`config.mk`:
```
export PLATFORM = sky130hd
export DESIGN_NAME = wishbone_arbiter
export DESIGN_NICKNAME = d
export VERILOG_FILES = /design/src/rtl/wishbone_arbiter_pkg.sv /design/src/rtl/wishbone_arbiter_rr_picker.sv /design/src/rtl/wishbone_arbiter.sv
export SDC_FILE = /design/constraint.sdc
export NUM_CORES = 1
export LEC_CHECK = 0
export CAP_MARGIN = 20
export CORE_AREA = 4 4 169 171
export DETAILED_ROUTE_END_ITERATION = 16
export DIE_AREA = 0 0 173 175
export HOLD_SLACK_MARGIN = 0.15
export PLACE_DENSITY = 0.55
export SYNTH_ARGS = -nofsm -noshare
export SYNTH_HDL_FRONTEND = slang
export SYNTH_SLANG_ARGS = --single-unit
```
`constraint.sdc`:
```
create_clock -name sys_clk -period 4.01 [get_ports sys_clk]
set_clock_uncertainty 0.2 [all_clocks]
set_input_delay 0.802 -clock sys_clk [delete_from_list [all_inputs] [get_ports sys_clk]]
set_output_delay 0.802 -clock sys_clk [all_outputs]
set_load 0.02 [all_outputs]
```
`src/rtl/wishbone_arbiter_pkg.sv`:
```
// -----------------------------------------------------------------------------
// wishbone_arbiter_pkg
// Shared SoC bus package. Holds the arbiter state encoding next to the
// Wishbone-wide constants used by the bus blocks, plus a small helper that
// sizes master-index fields.
// No ports: imported by wishbone_arbiter and rr_picker.
// -----------------------------------------------------------------------------
package wishbone_arbiter_pkg;

   // Default Wishbone field widths used across the SoC bus fabric
   localparam int WB_DATA_W = 32;
   localparam int WB_ADDR_W = 32;
   localparam int WB_TAG_W  = 3;

   // Arbiter FSM: IDLE means nobody owns the downstream port, BUSY means one
   // master has been granted and is being passed straight through
   typedef enum logic [0:0] {
      ARB_IDLE = 1'b0,
      ARB_BUSY = 1'b1
   } arb_state_e;

   // Width of a field that indexes one of n masters; never narrower than one
   // bit so a single-master build still elaborates cleanly
   function automatic int idx_width(input int n);
      return (n > 1) ? $clog2(n) : 1;
   endfunction

endpackage

```
`src/rtl/wishbone_arbiter_rr_picker.sv`:
```
// -----------------------------------------------------------------------------
// rr_picker
// Purely combinational round-robin selector. Searches the request vector
// starting one past the previous winner and wrapping around, so the master
// that was served last has the lowest priority.
// Ports:
//   req   - per-master request (cyc) vector
//   last  - index of the previously served master
//   grant - one-hot winner (all zero when nobody requests)
//   idx   - binary index of the winner (0 when nobody requests)
// -----------------------------------------------------------------------------
module rr_picker
   import wishbone_arbiter_pkg::*;
#(
   parameter int NM = 3,
   parameter int IW = idx_width(NM)
) (
   input  logic [NM-1:0] req,
   input  logic [IW-1:0] last,
   output logic [NM-1:0] grant,
   output logic [IW-1:0] idx
);

   logic found;

   // Two passes cover the rotated order: first the masters above the last
   // winner, then wrap to the bottom and scan up to and including it. The
   // first hit in that order wins and blocks everything after it.
   always_comb begin
      grant = '0;
      idx   = '0;
      found = 1'b0;
      for (int c = 0; c < NM; c++) begin
         if (!found && (c > int'(last)) && req[c]) begin
            found    = 1'b1;
            grant[c] = 1'b1;
            idx      = IW'(c);
         end
      end
      for (int c = 0; c < NM; c++) begin
         if (!found && (c <= int'(last)) && req[c]) begin
            found    = 1'b1;
            grant[c] = 1'b1;
            idx      = IW'(c);
         end
      end
   end

endmodule

```
`src/rtl/wishbone_arbiter.sv`:
```
// -----------------------------------------------------------------------------
// wishbone_arbiter
// Shares one downstream Wishbone master port between NM upstream masters.
// A master is granted one cycle after it raises cyc (round-robin among all
// requesters) and keeps the port until it drops cyc. While granted, its
// request fields pass straight to the bus and the bus responses pass straight
// back. A stall counter turns a strobe that is never acknowledged into an
// error towards the granted master after TIMEOUT stalled cycles.
// Ports:
//   sys_clk, sys_rst            - clock, synchronous active-high reset
//   masters_cyc/stb/we          - per-master control, bit m = master m
//   masters_tag/sel/adr/mosi    - per-master request fields, slice m = master m
//   masters_miso/ack/err        - per-master responses, zero unless granted
//   bus_cyc/stb/we/tag/sel/adr/mosi - shared downstream request
//   bus_miso/ack/err            - downstream responses
// -----------------------------------------------------------------------------
module wishbone_arbiter
   import wishbone_arbiter_pkg::*;
#(
   parameter int NM      = 3,
   parameter int DW      = WB_DATA_W,
   parameter int AW      = WB_ADDR_W,
   parameter int TW      = WB_TAG_W,
   parameter int SW      = DW / 8,
   parameter int TIMEOUT = 255
) (
   input  logic             sys_clk,
   input  logic             sys_rst,

   input  logic [NM-1:0]    masters_cyc,
   input  logic [NM-1:0]    masters_stb,
   input  logic [NM-1:0]    masters_we,
   input  logic [NM*TW-1:0] masters_tag,
   input  logic [NM*SW-1:0] masters_sel,
   input  logic [NM*AW-1:0] masters_adr,
   input  logic [NM*DW-1:0] masters_mosi,
   output logic [NM*DW-1:0] masters_miso,
   output logic [NM-1:0]    masters_ack,
   output logic [NM-1:0]    masters_err,

   output logic             bus_cyc,
   output logic             bus_stb,
   output logic             bus_we,
   output logic [TW-1:0]    bus_tag,
   output logic [SW-1:0]    bus_sel,
   output logic [AW-1:0]    bus_adr,
   output logic [DW-1:0]    bus_mosi,
   input  logic [DW-1:0]    bus_miso,
   input  logic             bus_ack,
   input  logic             bus_err
);

   localparam int            IW          = idx_width(NM);
   localparam int            CW          = $clog2(TIMEOUT + 1);
   localparam logic [CW-1:0] STALL_LIMIT = CW'(TIMEOUT);

   arb_state_e    state_q, state_d;
   logic [IW-1:0] grant_q, grant_d;
   logic [IW-1:0] last_q,  last_d;
   logic [CW-1:0] stall_q, stall_d;

   logic [NM-1:0] pick_onehot;
   logic [IW-1:0] pick_idx;

   logic          g_cyc, g_stb, g_we;
   logic [TW-1:0] g_tag;
   logic [SW-1:0] g_sel;
   logic [AW-1:0] g_adr;
   logic [DW-1:0] g_mosi;

   logic          active;
   logic          at_limit;
   logic          timeout;

   rr_picker #(
      .NM (NM),
      .IW (IW)
   ) u_picker (
      .req   (masters_cyc),
      .last  (last_q),
      .grant (pick_onehot),
      .idx   (pick_idx)
   );

   // Pull out the currently granted master's request fields. Every slice is
   // selected with a constant offset so the mux stays a plain AND-OR tree.
   always_comb begin
      g_cyc  = 1'b0;
      g_stb  = 1'b0;
      g_we   = 1'b0;
      g_tag  = '0;
      g_sel  = '0;
      g_adr  = '0;
      g_mosi = '0;
      for (int m = 0; m < NM; m++) begin
         if (grant_q == IW'(m)) begin
            g_cyc  = masters_cyc[m];
            g_stb  = masters_stb[m];
            g_we   = masters_we[m];
            g_tag  = masters_tag[m*TW +: TW];
            g_sel  = masters_sel[m*SW +: SW];
            g_adr  = masters_adr[m*AW +: AW];
            g_mosi = masters_mosi[m*DW +: DW];
         end
      end
   end

   // The pass-through is live only while the owner still holds cyc; the
   // moment it drops cyc the whole path goes quiet, which both aborts the
   // downstream cycle and throws away any late acknowledge. When the stall
   // counter sits at its limit the strobe is withheld so the slave sees the
   // request go away in the same cycle the master is told about the error.
   // An acknowledge arriving in that cycle wins over the timeout.
   always_comb begin
      active   = (state_q == ARB_BUSY) && g_cyc;
      at_limit = (stall_q == STALL_LIMIT);
      timeout  = active && at_limit && !bus_ack;

      bus_cyc      = active;
      bus_stb      = active && g_stb && !at_limit;
      bus_we       = active && g_we;
      bus_tag      = active ? g_tag  : '0;
      bus_sel      = active ? g_sel  : '0;
      bus_adr      = active ? g_adr  : '0;
      bus_mosi     = active ? g_mosi : '0;

      masters_miso = '0;
      masters_ack  = '0;
      masters_err  = '0;
      for (int m = 0; m < NM; m++) begin
         if (active && (grant_q == IW'(m))) begin
            masters_miso[m*DW +: DW] = bus_miso;
            masters_ack[m]           = bus_ack;
            masters_err[m]           = bus_err || timeout;
         end
      end
   end

   // Next-state logic. IDLE hands the port to the picker's choice whenever
   // anyone requests. BUSY holds the grant for as long as the owner keeps
   // cyc high and remembers it as the last winner on release. The stall
   // counter only survives cycles where the strobe is waiting on a slave
   // that has neither acknowledged nor errored; reaching the limit clears it.
   always_comb begin
      state_d = state_q;
      grant_d = grant_q;
      last_d  = last_q;
      stall_d = '0;
      case (state_q)
         ARB_IDLE: begin
            if (|pick_onehot) begin
               state_d = ARB_BUSY;
               grant_d = pick_idx;
            end
         end
         ARB_BUSY: begin
            if (!g_cyc) begin
               state_d = ARB_IDLE;
               last_d  = grant_q;
            end else if (at_limit) begin
               stall_d = '0;
            end else if (g_stb && !bus_ack && !bus_err) begin
               stall_d = stall_q + 1'b1;
            end
         end
         default: begin
            state_d = ARB_IDLE;
         end
      endcase
   end

   // State registers. Reset parks last on the top index so master 0 is the
   // first winner after reset.
   always_ff @(posedge sys_clk) begin
      if (sys_rst) begin
         state_q <= ARB_IDLE;
         grant_q <= '0;
         last_q  <= IW'(NM - 1);
         stall_q <= '0;
      end else begin
         state_q <= state_d;
         grant_q <= grant_d;
         last_q  <= last_d;
         stall_q <= stall_d;
      end
   end

endmodule

```
==> results.toml <==
[status]
outcome = "finished clean"

[critical_path]
cp_common_cell = "clkdlybuf4s50_1"
cp.arrival_ps = 2800
rr_worst_depth = 5
slowest_stage = "clkdlybuf4s50_1"
cpPeakStageDelay_ps = 620
cp-end-kind = "output port"
crit_fanout = 31
critPathKind = "in -> out"
critPathLaunchType = "primary input"
cp_data_required_time_ps = 3010
path_cells = "clkdlybuf4s50_1, nand3b_1, o21ai_2, nand2_2, buf_4, nor2_1, clkdlybuf4s50_1"

[cts]
cts_tree = "built"
path_clk_slew_ps = 40
clock_path_buffers = 2
cts_root_buffer = "clkbuf_16"
htreeDepth = 1
postCtsHoldBufs = 0
cts_resized = 0
cts_setup_buffers = 0
cts_sinks = 13
cts_buffers = 3
worstSkewPairLatency_ps = 240

[yosys]
synth_nets = 768
ys_top_cells_by_count = "148 x nor2_1, 99 x and2_1, 76 x a21oi_1, 75 x mux2i_1, 19 x clkbuf_1"
synth_edf_count = 0
seq_area_frac_synth = 0.0826
synth_cell_types = 31
synth.top_cell.area_share = 0.238
synthMostInstantiatedCell = "nor2_1"
ys_warn_count = 0
ys.flop_type = "dfxtp_1"
ys_top_cells_by_area = "mux2i_1 24%, and2_1 20%, nor2_1 18%, a21oi_1 12%, dfxtp_1 8.3%"
ys_ff_latch = 13
synth_area_leader_cell = "mux2i_1"
syn_avg_cell_area_um2 = 6.19
postSynthCellCount = 509
async_reset_ff_frac = 0
synth_area_um2 = 3150

[routing]
wl_mm = 20.0
drtPass1Iterations = 4
wl_met2_mm = 10.3
vias = 4818
wl_per_cell_um = 15.9
wl_met3_mm = 1.04
final_antenna_net_count = 0
drt_iter0_markers = 122
maxUsedRoutingLayer = "met4"
drc = 0
m1WireLength_mm = 8.25
via_per_inst = 3.84

[floorplan]
num_rows = 60
die_x_um = 173
start_util = 0.117
fp.dieH_um = 175
ios = 434
die_area_um2 = 30300
core_area_um2 = 26900

[power_and_ir_drop]
ir_drop_uv = 108
total_power_w = 0.00111
p_leak_nw = 2.87
cellPowerDensity_nw_per_um2 = 139

[global_routing]
grt_pass1_vias = 4931
grt_first_pass_wirelength_mm = 29.4
antenna_found_initial = 0
grt_usage = 0.121
grt_start_max_net_pins = 50
overflow = 0

[placement]
hpwlAfterDp_mm = 16.6
io_buffers = 433
gp_congestion = 0.857
placedCellCount = 1252
placed_area_um2 = 7870

[timing]
period_minus_slack_ps = 3800
worstMarginPinSlew_ps = 496
setup_viol = 0
tns_ps = 0
slew_violations = 0
hold_violations = 0
slew_headroom = 0.665
period_share = 0.947
grt_setup_unrepaired = "no"
fmax_mhz = 263

[cells_and_area]
nets = 1175
num_antenna_cells = 0
drive_gt1_frac = 0.0273
final_area_um2 = 7950
instances_no_fill = 1256
area_delta_synth_final_pct = 152

[flow_run]
drv_cap = 0

[worst_hold_path]
hold_path_depth = 1
hp-class = "reg -> reg"
## path summary, 6_finish.rpt
| path | from | endpoint | slack, ps |
|---|---|---|---|
| max reg2reg | grant_q[1] | stall_q[4] | 2140 |
| min | stall_q[0] | stall_q[0] | 240 |
| min reg2reg | stall_q[0] | stall_q[0] | 240 |
| max | masters_cyc[2] | bus_adr[8] | 210 |
## through the flow
stage           util  hold WS [ps]  worst slack [ps]
3_3_place_gp   0.293           234               233
3_5_place_dp   0.293           245               228
5_1_grt        0.296           267              96.7
6_report       0.296           244               212
2_1_floorplan      -           223              1270
4_1_cts        0.296           251               226
## cells by family (layout without fill, tap and decap cells)
group           Yosys count  in the layout  synth area share
buf+inv                  49            455            0.0802
mux                      75             75             0.238
xor+xnor                  6              6            0.0167
flops                    13             13            0.0826
compound gates           84             84             0.139
fa+ha+maj                 1              1           0.00397
simple gates            281            281             0.439
## state kept, by name, summed over array words and instances, names as in the netlist
signal,flops
grant_q,2
last_q,2
stall_q,8
state_q,1
## layout by cell type (no fill, tap or decap), types with 2 or more instances in the layout
cell and count:
and4b_1 2, o21ai_0 2, mux2i_1 75, nor2_1 148, nand2_1 3, and2_1 99, buf_4 8, nand3_1 2
and3_1 4, nor3_1 10, a21oi_1 76, clkdlybuf4s50_1 433, clkbuf_16 3, nand3b_1 2, nor2b_1 5, xor2_1 2
buf_12 6, dfxtp_1 11, inv_1 4, dfxtp_4 2, xnor2_1 4
## layout make-up
cell class,count,area (um2)
Fill cell,2911,18900
Timing Repair Buffer,447,4510
Multi-Input combinational cell,447,2650
Tap cell,341,427
Sequential cell,13,268
Clock buffer,4,78.8
Inverter,4,15.0
## worst max-delay path, delay by kind of cell
| family | cells | cell delay (ps) |
|---|---|---|
| buffers and inverters | 3 | 1430 |
| and+or+nand+nor | 3 | 410 |
| AOI/OAI and AO/OA | 1 | 130 |
## power breakdown
group	total [W]	internal (W)	leakage, nW	switching [W]
Clock	0.000190	0.000134	0.0382	0.0000555
Combinational	0.000773	0.000443	2.73	0.000330
Sequential	0.000142	0.000133	0.107	0.00000966
Total	0.00111	0.000710	2.87	0.000395
## per-layer routing
metal	track usage	vias to the layer above
li1	-	2490
met1	0.144	2140
met2	0.228	167
met3	0.0223	21
met4	0.0253	0
met5	0	-
(Power assumes the default switching activity.)
